### src/rtl/pwr_btn_ctrl_if.sv
// Power-button controller signal bundle: timer ticks, raw button and
// sequencer enable in; debounced level, press events and LED drive out.
interface pwr_btn_ctrl_if;
  logic tick_1ms;
  logic tick_100ms;
  logic btn_n;
  logic enable;
  logic btn_state;
  logic short_press;
  logic long_press;
  logic led_blink;

  modport master (
    output tick_1ms, tick_100ms, btn_n, enable,
    input  btn_state, short_press, long_press, led_blink
  );

  modport slave (
    input  tick_1ms, tick_100ms, btn_n, enable,
    output btn_state, short_press, long_press, led_blink
  );
endinterface

### src/rtl/pwr_btn_ctrl.sv
// Power-button front end: synchronises and debounces the raw active-low
// button on the 1 ms tick, then classifies each debounced press as short
// or long on the 100 ms tick and emits one-cycle events to the sequencer.
// Optional macro PWR_BTN_BLINK_EN adds a press-feedback blinking LED;
// without it led_blink is tied low.
module pwr_btn_ctrl #(
  parameter int DEBOUNCE_MS      = 20,
  parameter int LONG_PRESS_100MS = 40,
  parameter int BLINK_100MS      = 5
) (
  input  logic           clock,
  input  logic           reset,
  pwr_btn_ctrl_if.slave  bus
);

  if (DEBOUNCE_MS < 1 || DEBOUNCE_MS > 255 ||
      LONG_PRESS_100MS < 1 || LONG_PRESS_100MS > 255 ||
      BLINK_100MS < 1 || BLINK_100MS > 255) begin : g_bad_param
    $error("pwr_btn_ctrl: parameters must lie in 1..255");
  end

  localparam logic [7:0] DB_LAST   = 8'(DEBOUNCE_MS - 1);
  localparam logic [7:0] HOLD_LAST = 8'(LONG_PRESS_100MS - 1);

  typedef enum logic [1:0] {IDLE, HELD, WAIT_REL} state_t;

  logic       sync_p0, sync_p1;
  logic       sync_p;
  logic [7:0] db_cnt;
  logic       btn_state_q;
  logic       btn_prev;
  logic       btn_rise, btn_fall;
  logic       hold_done;
  state_t     state, state_nxt;
  logic [7:0] hold_cnt, hold_nxt;
  logic       short_nxt, long_nxt;
  logic       short_q, long_q;

  // Two-flop synchroniser; reset to the released (high) level
  always_ff @(posedge clock or negedge reset) begin
    if (!reset) begin
      sync_p0 <= 1'b1;
      sync_p1 <= 1'b1;
    end else begin
      sync_p0 <= bus.btn_n;
      sync_p1 <= sync_p0;
    end
  end

  assign sync_p = ~sync_p1;

  // Debounce: a new level must survive DEBOUNCE_MS consecutive 1 ms ticks
  always_ff @(posedge clock or negedge reset) begin
    if (!reset) begin
      db_cnt      <= 8'd0;
      btn_state_q <= 1'b0;
    end else if (sync_p == btn_state_q) begin
      db_cnt <= 8'd0;
    end else if (bus.tick_1ms) begin
      if (db_cnt == DB_LAST) begin
        btn_state_q <= sync_p;
        db_cnt      <= 8'd0;
      end else begin
        db_cnt <= db_cnt + 8'd1;
      end
    end
  end

  // Previous debounced level for edge detection
  always_ff @(posedge clock or negedge reset) begin
    if (!reset) btn_prev <= 1'b0;
    else        btn_prev <= btn_state_q;
  end

  assign btn_rise  = btn_state_q & ~btn_prev;
  assign btn_fall  = ~btn_state_q & btn_prev;
  assign hold_done = bus.tick_100ms && (hold_cnt == HOLD_LAST);

  // FSM state, hold counter and registered event pulses
  always_ff @(posedge clock or negedge reset) begin
    if (!reset) begin
      state    <= IDLE;
      hold_cnt <= 8'd0;
      short_q  <= 1'b0;
      long_q   <= 1'b0;
    end else begin
      state    <= state_nxt;
      hold_cnt <= hold_nxt;
      short_q  <= short_nxt;
      long_q   <= long_nxt;
    end
  end

  // Next state: enable low parks the FSM in IDLE; long threshold beats release
  always_comb begin
    state_nxt = state;
    hold_nxt  = hold_cnt;
    if (!bus.enable) begin
      state_nxt = IDLE;
      hold_nxt  = 8'd0;
    end else begin
      case (state)
        IDLE: begin
          if (btn_rise) begin
            state_nxt = HELD;
            hold_nxt  = 8'd0;
          end
        end
        HELD: begin
          if (hold_done)                 state_nxt = btn_fall ? IDLE : WAIT_REL;
          else if (btn_fall)             state_nxt = IDLE;
          else if (bus.tick_100ms)       hold_nxt  = hold_cnt + 8'd1;
        end
        WAIT_REL: begin
          if (btn_fall) state_nxt = IDLE;
        end
        default: state_nxt = IDLE;
      endcase
    end
  end

  // Event decode, registered in the state process so pulses are one clock wide
  always_comb begin
    long_nxt  = bus.enable && (state == HELD) && hold_done;
    short_nxt = bus.enable && (state == HELD) && btn_fall && !hold_done;
  end

  assign bus.btn_state   = btn_state_q;
  assign bus.short_press = short_q;
  assign bus.long_press  = long_q;

`ifdef PWR_BTN_BLINK_EN
  localparam logic [7:0] BLINK_LAST = 8'(BLINK_100MS - 1);

  logic [7:0] blink_cnt;
  logic       blink_q;

  // LED: on at HELD entry, toggles every BLINK_100MS ticks in HELD, steady in WAIT_REL
  always_ff @(posedge clock or negedge reset) begin
    if (!reset) begin
      blink_q   <= 1'b0;
      blink_cnt <= 8'd0;
    end else begin
      case (state_nxt)
        HELD: begin
          if (state != HELD) begin
            blink_q   <= 1'b1;
            blink_cnt <= 8'd0;
          end else if (bus.tick_100ms) begin
            if (blink_cnt == BLINK_LAST) begin
              blink_q   <= ~blink_q;
              blink_cnt <= 8'd0;
            end else begin
              blink_cnt <= blink_cnt + 8'd1;
            end
          end
        end
        WAIT_REL: blink_q <= 1'b1;
        default: begin
          blink_q   <= 1'b0;
          blink_cnt <= 8'd0;
        end
      endcase
    end
  end

  assign bus.led_blink = blink_q;
`else
  assign bus.led_blink = 1'b0;
`endif

endmodule
### src/flat_wrapper.sv
// flat-port wrapper written by rule: the top's interface ports become plain ports
module pwr_btn_ctrl_flat 
#(
  parameter int DEBOUNCE_MS      = 20,
  parameter int LONG_PRESS_100MS = 40,
  parameter int BLINK_100MS      = 5
)
  (clock, reset, bus_tick_1ms, bus_tick_100ms, bus_btn_n, bus_enable, bus_btn_state, bus_short_press, bus_long_press, bus_led_blink);
  pwr_btn_ctrl_if bus_i ();
  input  logic clock;
  input  logic reset;
  input wire logic [$bits(bus_i.tick_1ms)-1:0] bus_tick_1ms;
  input wire logic [$bits(bus_i.tick_100ms)-1:0] bus_tick_100ms;
  input wire logic [$bits(bus_i.btn_n)-1:0] bus_btn_n;
  input wire logic [$bits(bus_i.enable)-1:0] bus_enable;
  output wire logic [$bits(bus_i.btn_state)-1:0] bus_btn_state;
  output wire logic [$bits(bus_i.short_press)-1:0] bus_short_press;
  output wire logic [$bits(bus_i.long_press)-1:0] bus_long_press;
  output wire logic [$bits(bus_i.led_blink)-1:0] bus_led_blink;
  assign bus_i.tick_1ms = bus_tick_1ms;
  assign bus_i.tick_100ms = bus_tick_100ms;
  assign bus_i.btn_n = bus_btn_n;
  assign bus_i.enable = bus_enable;
  assign bus_btn_state = bus_i.btn_state;
  assign bus_short_press = bus_i.short_press;
  assign bus_long_press = bus_i.long_press;
  assign bus_led_blink = bus_i.led_blink;
  pwr_btn_ctrl #(.DEBOUNCE_MS(DEBOUNCE_MS), .LONG_PRESS_100MS(LONG_PRESS_100MS), .BLINK_100MS(BLINK_100MS)) u_core (.clock(clock), .reset(reset), .bus(bus_i));
endmodule
### config.mk
export PLATFORM = sky130hd
export DESIGN_NAME = pwr_btn_ctrl_flat
export DESIGN_NICKNAME = d
export VERILOG_FILES = /design/src/rtl/pwr_btn_ctrl_if.sv /design/src/rtl/pwr_btn_ctrl.sv /design/src/flat_wrapper.sv
export SDC_FILE = /design/constraint.sdc
export NUM_CORES = 1
export LEC_CHECK = 0
export ABC_CLOCK_PERIOD_IN_PS = 2300
export CAP_MARGIN = 20
export CORE_MARGIN = 3
export CORE_UTILIZATION = 45
export DETAILED_ROUTE_END_ITERATION = 10
export GPL_TIMING_DRIVEN = 1
export HOLD_SLACK_MARGIN = 0.12
export SLEW_MARGIN = 20
export SYNTH_ARGS = -nofsm -noshare
export SYNTH_HDL_FRONTEND = slang
export SYNTH_SLANG_ARGS = --single-unit
### constraint.sdc
create_clock -name clock -period 2.3 [get_ports clock]
set_input_delay 0.23 -clock clock [delete_from_list [all_inputs] [get_ports clock]]
set_output_delay 0.23 -clock clock [all_outputs]
set_load 0.02 [all_outputs]
==> run metrics <==
FF+latch area=603 µm²; Max Freq=546 MHz; largest family of logic cells by synthesized area=simple AND/OR/NAND/NOR gates; minimum clock period=1.83 ns; Root Buffer=clkbuf_4; Synth Area in Compound Gates=0.156; xor-xnor portion of the synthesized cell area=0.0216; Crit Path Category=reg -> reg; critical path capture point type=flip-flop; worst-margin pin slew=0.500 ns; maximum clock path buffer count=2; Slew headroom=0.665; Max Slew Vio Count=0; DRT iter0 DRCs=25; Num CTS Buffers=3; Async SR Flop Fraction=1.00; Worst-path clk slew=0.13 ns; largest net degree at the start of global routing=25; P_sw=0.000155 W; Synth area leaders=dfrtp_1, dfstp_2, o21ai_0, a21oi_1, mux2i_1; worst reg2reg path endpoint=u_core.db_cnt[2]; Synth top cells by count=dfrtp_1, o21ai_0, a21oi_1, inv_1, nand2_1; first-pass GRT wire length=4120 µm; Mapped Area=1220 µm²; Congestion Overflow GR=0; internal power=0.000543 W; Crit Path Max Fanout=8; switch share=0.222; Area after DPL=1340 µm²; Post-CTS Setup Bufs=0; die width=58.0 µm; vias in the first global route=931; final hold vios=0; via count of the routed design=928; multiplexer area fraction after synthesis=0.0421; Tot Pwr=0.000698 W; die area=3370 µm²; WP data required=2.51 ns; RSZ-0062 raised after global routing=false; post-route cell area=1380 µm²; setup slack, reg-to-reg=0.47 ns; footprint of the multi-input gates=568 µm²; clk_lat worst skew=0.31 ns; Setup TNS=0 ns; drt total wl=2250 µm; FF-to-FF Start=u_core.db_cnt[0]; VDD IR max=0.309 mV; Seq/Total Area, Yosys=0.495; Crit path arrival time=2.04 ns; nets=141; Mapped Avg Cell Area=10.1 µm²; Mapped Nets=128; Initial Util=0.483; # DRC=0; # setup viols final=0; fill count=239; # port buffers=8; Yosys cell types=38; Seq pwr share=0.619; IO Count=10; Die Y=58.0 µm; Power Dens Cells=507 nW/µm²; H-tree depth=1; Post-synth EDFFs=0; clock share of power=0.317; adder-cell share of the synthesized area=0.0206; Period Utilization, post-route=0.796; detailed-route vias per instance=5.73; initial antenna violation count=0; Placeable Area=2520 µm²; Antenna diodes=0; CTS resizes=0; clock sinks=24; Yosys reg bits=24; share of layout cells above drive strength 1=0.0985; Comb power frac=0.064; top_reg_cell synth=dfrtp_1; num rows=18; Yosys top cell area share=0.452; leak pwr=0.594 nW; gp weighted congestion=0.755; count leader, synth=dfrtp_1; Max Cap Violations=0; Area growth syn-to-layout=13.2%; Setup Skew=0.00411 ns; Final ANT Viol Nets=0; Avg WL per Cell=13.9 µm; CP Launch Type=flip-flop; CTS Hold Bufs=0; outcome=finished clean; Synth area leader=dfrtp_1; synth warn=0; Mapped Cells=120; drt first pass iters=4; detailed placement HPWL=1620 µm; CTS tree=yes; Synth Area in Simple Gates=0.223; Worst Reg-to-Reg Cells=6; Total GRT Usage=0.156; worst hold-check path type=in -> async
per-stage QoR:
stage,hold slack [ns],util,worst slack [ns],cells
after floorplan,-0.0656,-,0.627,120
after global placement,0.348,0.532,0.483,158
after CTS,0.259,0.546,0.468,162
final,0.257,0.546,0.469,162
after global routing,0.252,0.546,0.204,162
after detailed placement,0.350,0.532,0.457,158
worst max-delay path, cell delays in order, from the launching register on:
cell and delay, ns:
dfrtp_1 0.41, ha_1 0.21, nor4bb_1 0.45, a211oi_1 0.21, buf_4 0.21, a21oi_1 0.14, mux2i_1 0.08
power by group through the flow:
stage | clock (W) | sequential, W | combinational (W)
finish | 0.000221 | 0.000432 | 0.0000450
global route | 0.000253 | 0.000433 | 0.0000508
CTS | 0.000230 | 0.000432 | 0.0000456
detailed placement | 0 | 0.000440 | 0.0000453
global placement | 0 | 0.000440 | 0.0000447
floorplan | 0 | 0.000439 | 0.0000209
final cells by class:
| class | instances | area share |
|---|---|---|
| Clock buffer | 4 | 0.0263 |
| Tap cell | 30 | 0.0272 |
| Timing Repair Buffer | 11 | 0.0745 |
| Inverter | 8 | 0.0218 |
| Sequential cell | 24 | 0.438 |
| Multi-Input combinational cell | 85 | 0.412 |
state kept, by name, indices dropped and copies added, names as in the netlist:
name                    count
u_core.sync_p1              1
u_core.bus.short_press      1
u_core.db_cnt               8
u_core.bus.long_press       1
u_core.hold_cnt             8
u_core.bus.btn_state        1
u_core.state                2
u_core.btn_prev             1
u_core.sync_p0              1
logic make-up (layout without fill, tap and decap cells):
group / Yosys count / after routing
flops: 24 / 24
buf+inv: 11 / 23
mux: 5 / 5
simple gates: 44 / 44
fa+ha+maj: 2 / 2
compound gates: 30 / 30
other cells: 1 / 1
xor+xnor: 3 / 3
placed cells by master (no fill, tap or decap), types with 2 or more instances in the layout:
cell	Yosys	layout
and2_1	3	3
or3_1	4	4
and3_1	4	4
a22o_1	4	4
clkbuf_4	0	3
ha_1	2	2
nand4_1	2	2
nor3_1	3	3
mux2i_1	4	4
o31ai_1	3	3
nor2_1	3	3
o21ai_0	9	9
or4_1	4	4
nand2b_1	2	2
clkdlybuf4s50_1	0	8
inv_1	8	8
buf_4	1	3
dfrtp_1	22	22
dfstp_2	2	2
a21oi_1	8	8
xnor2_1	2	2
nand2_1	7	7
nand3_1	6	6
per-layer routing:
| metal | global-route usage | up-vias | wire, µm | part of all wire |
|---|---|---|---|---|
| met2 | 0.224 | 10 | 966 | 0.43 |
| met1 | 0.238 | 450 | 1210 | 0.54 |
| li1 | - | 466 | - | - |
| met4 | 0.0497 | 0 | 19 | 0.0084 |
| met5 | 0 | - | 0 | 0 |
| met3 | 0.0290 | 2 | 59 | 0.026 |
worst max-delay path by stage:
stage,start,to,slack [ns],cells past startpoint
floorplan,u_core.db_cnt[0],u_core.db_cnt[0],0.63,5
detailed placement,bus_tick_100ms,u_core.hold_cnt[7],0.46,6
finish,u_core.db_cnt[0],u_core.db_cnt[2],0.47,6
global route,u_core.db_cnt[0],u_core.db_cnt[2],0.20,6
CTS,u_core.db_cnt[0],u_core.db_cnt[2],0.47,6
global placement,bus_tick_100ms,u_core.hold_cnt[7],0.48,6
Power figures use the tool's default switching activity.
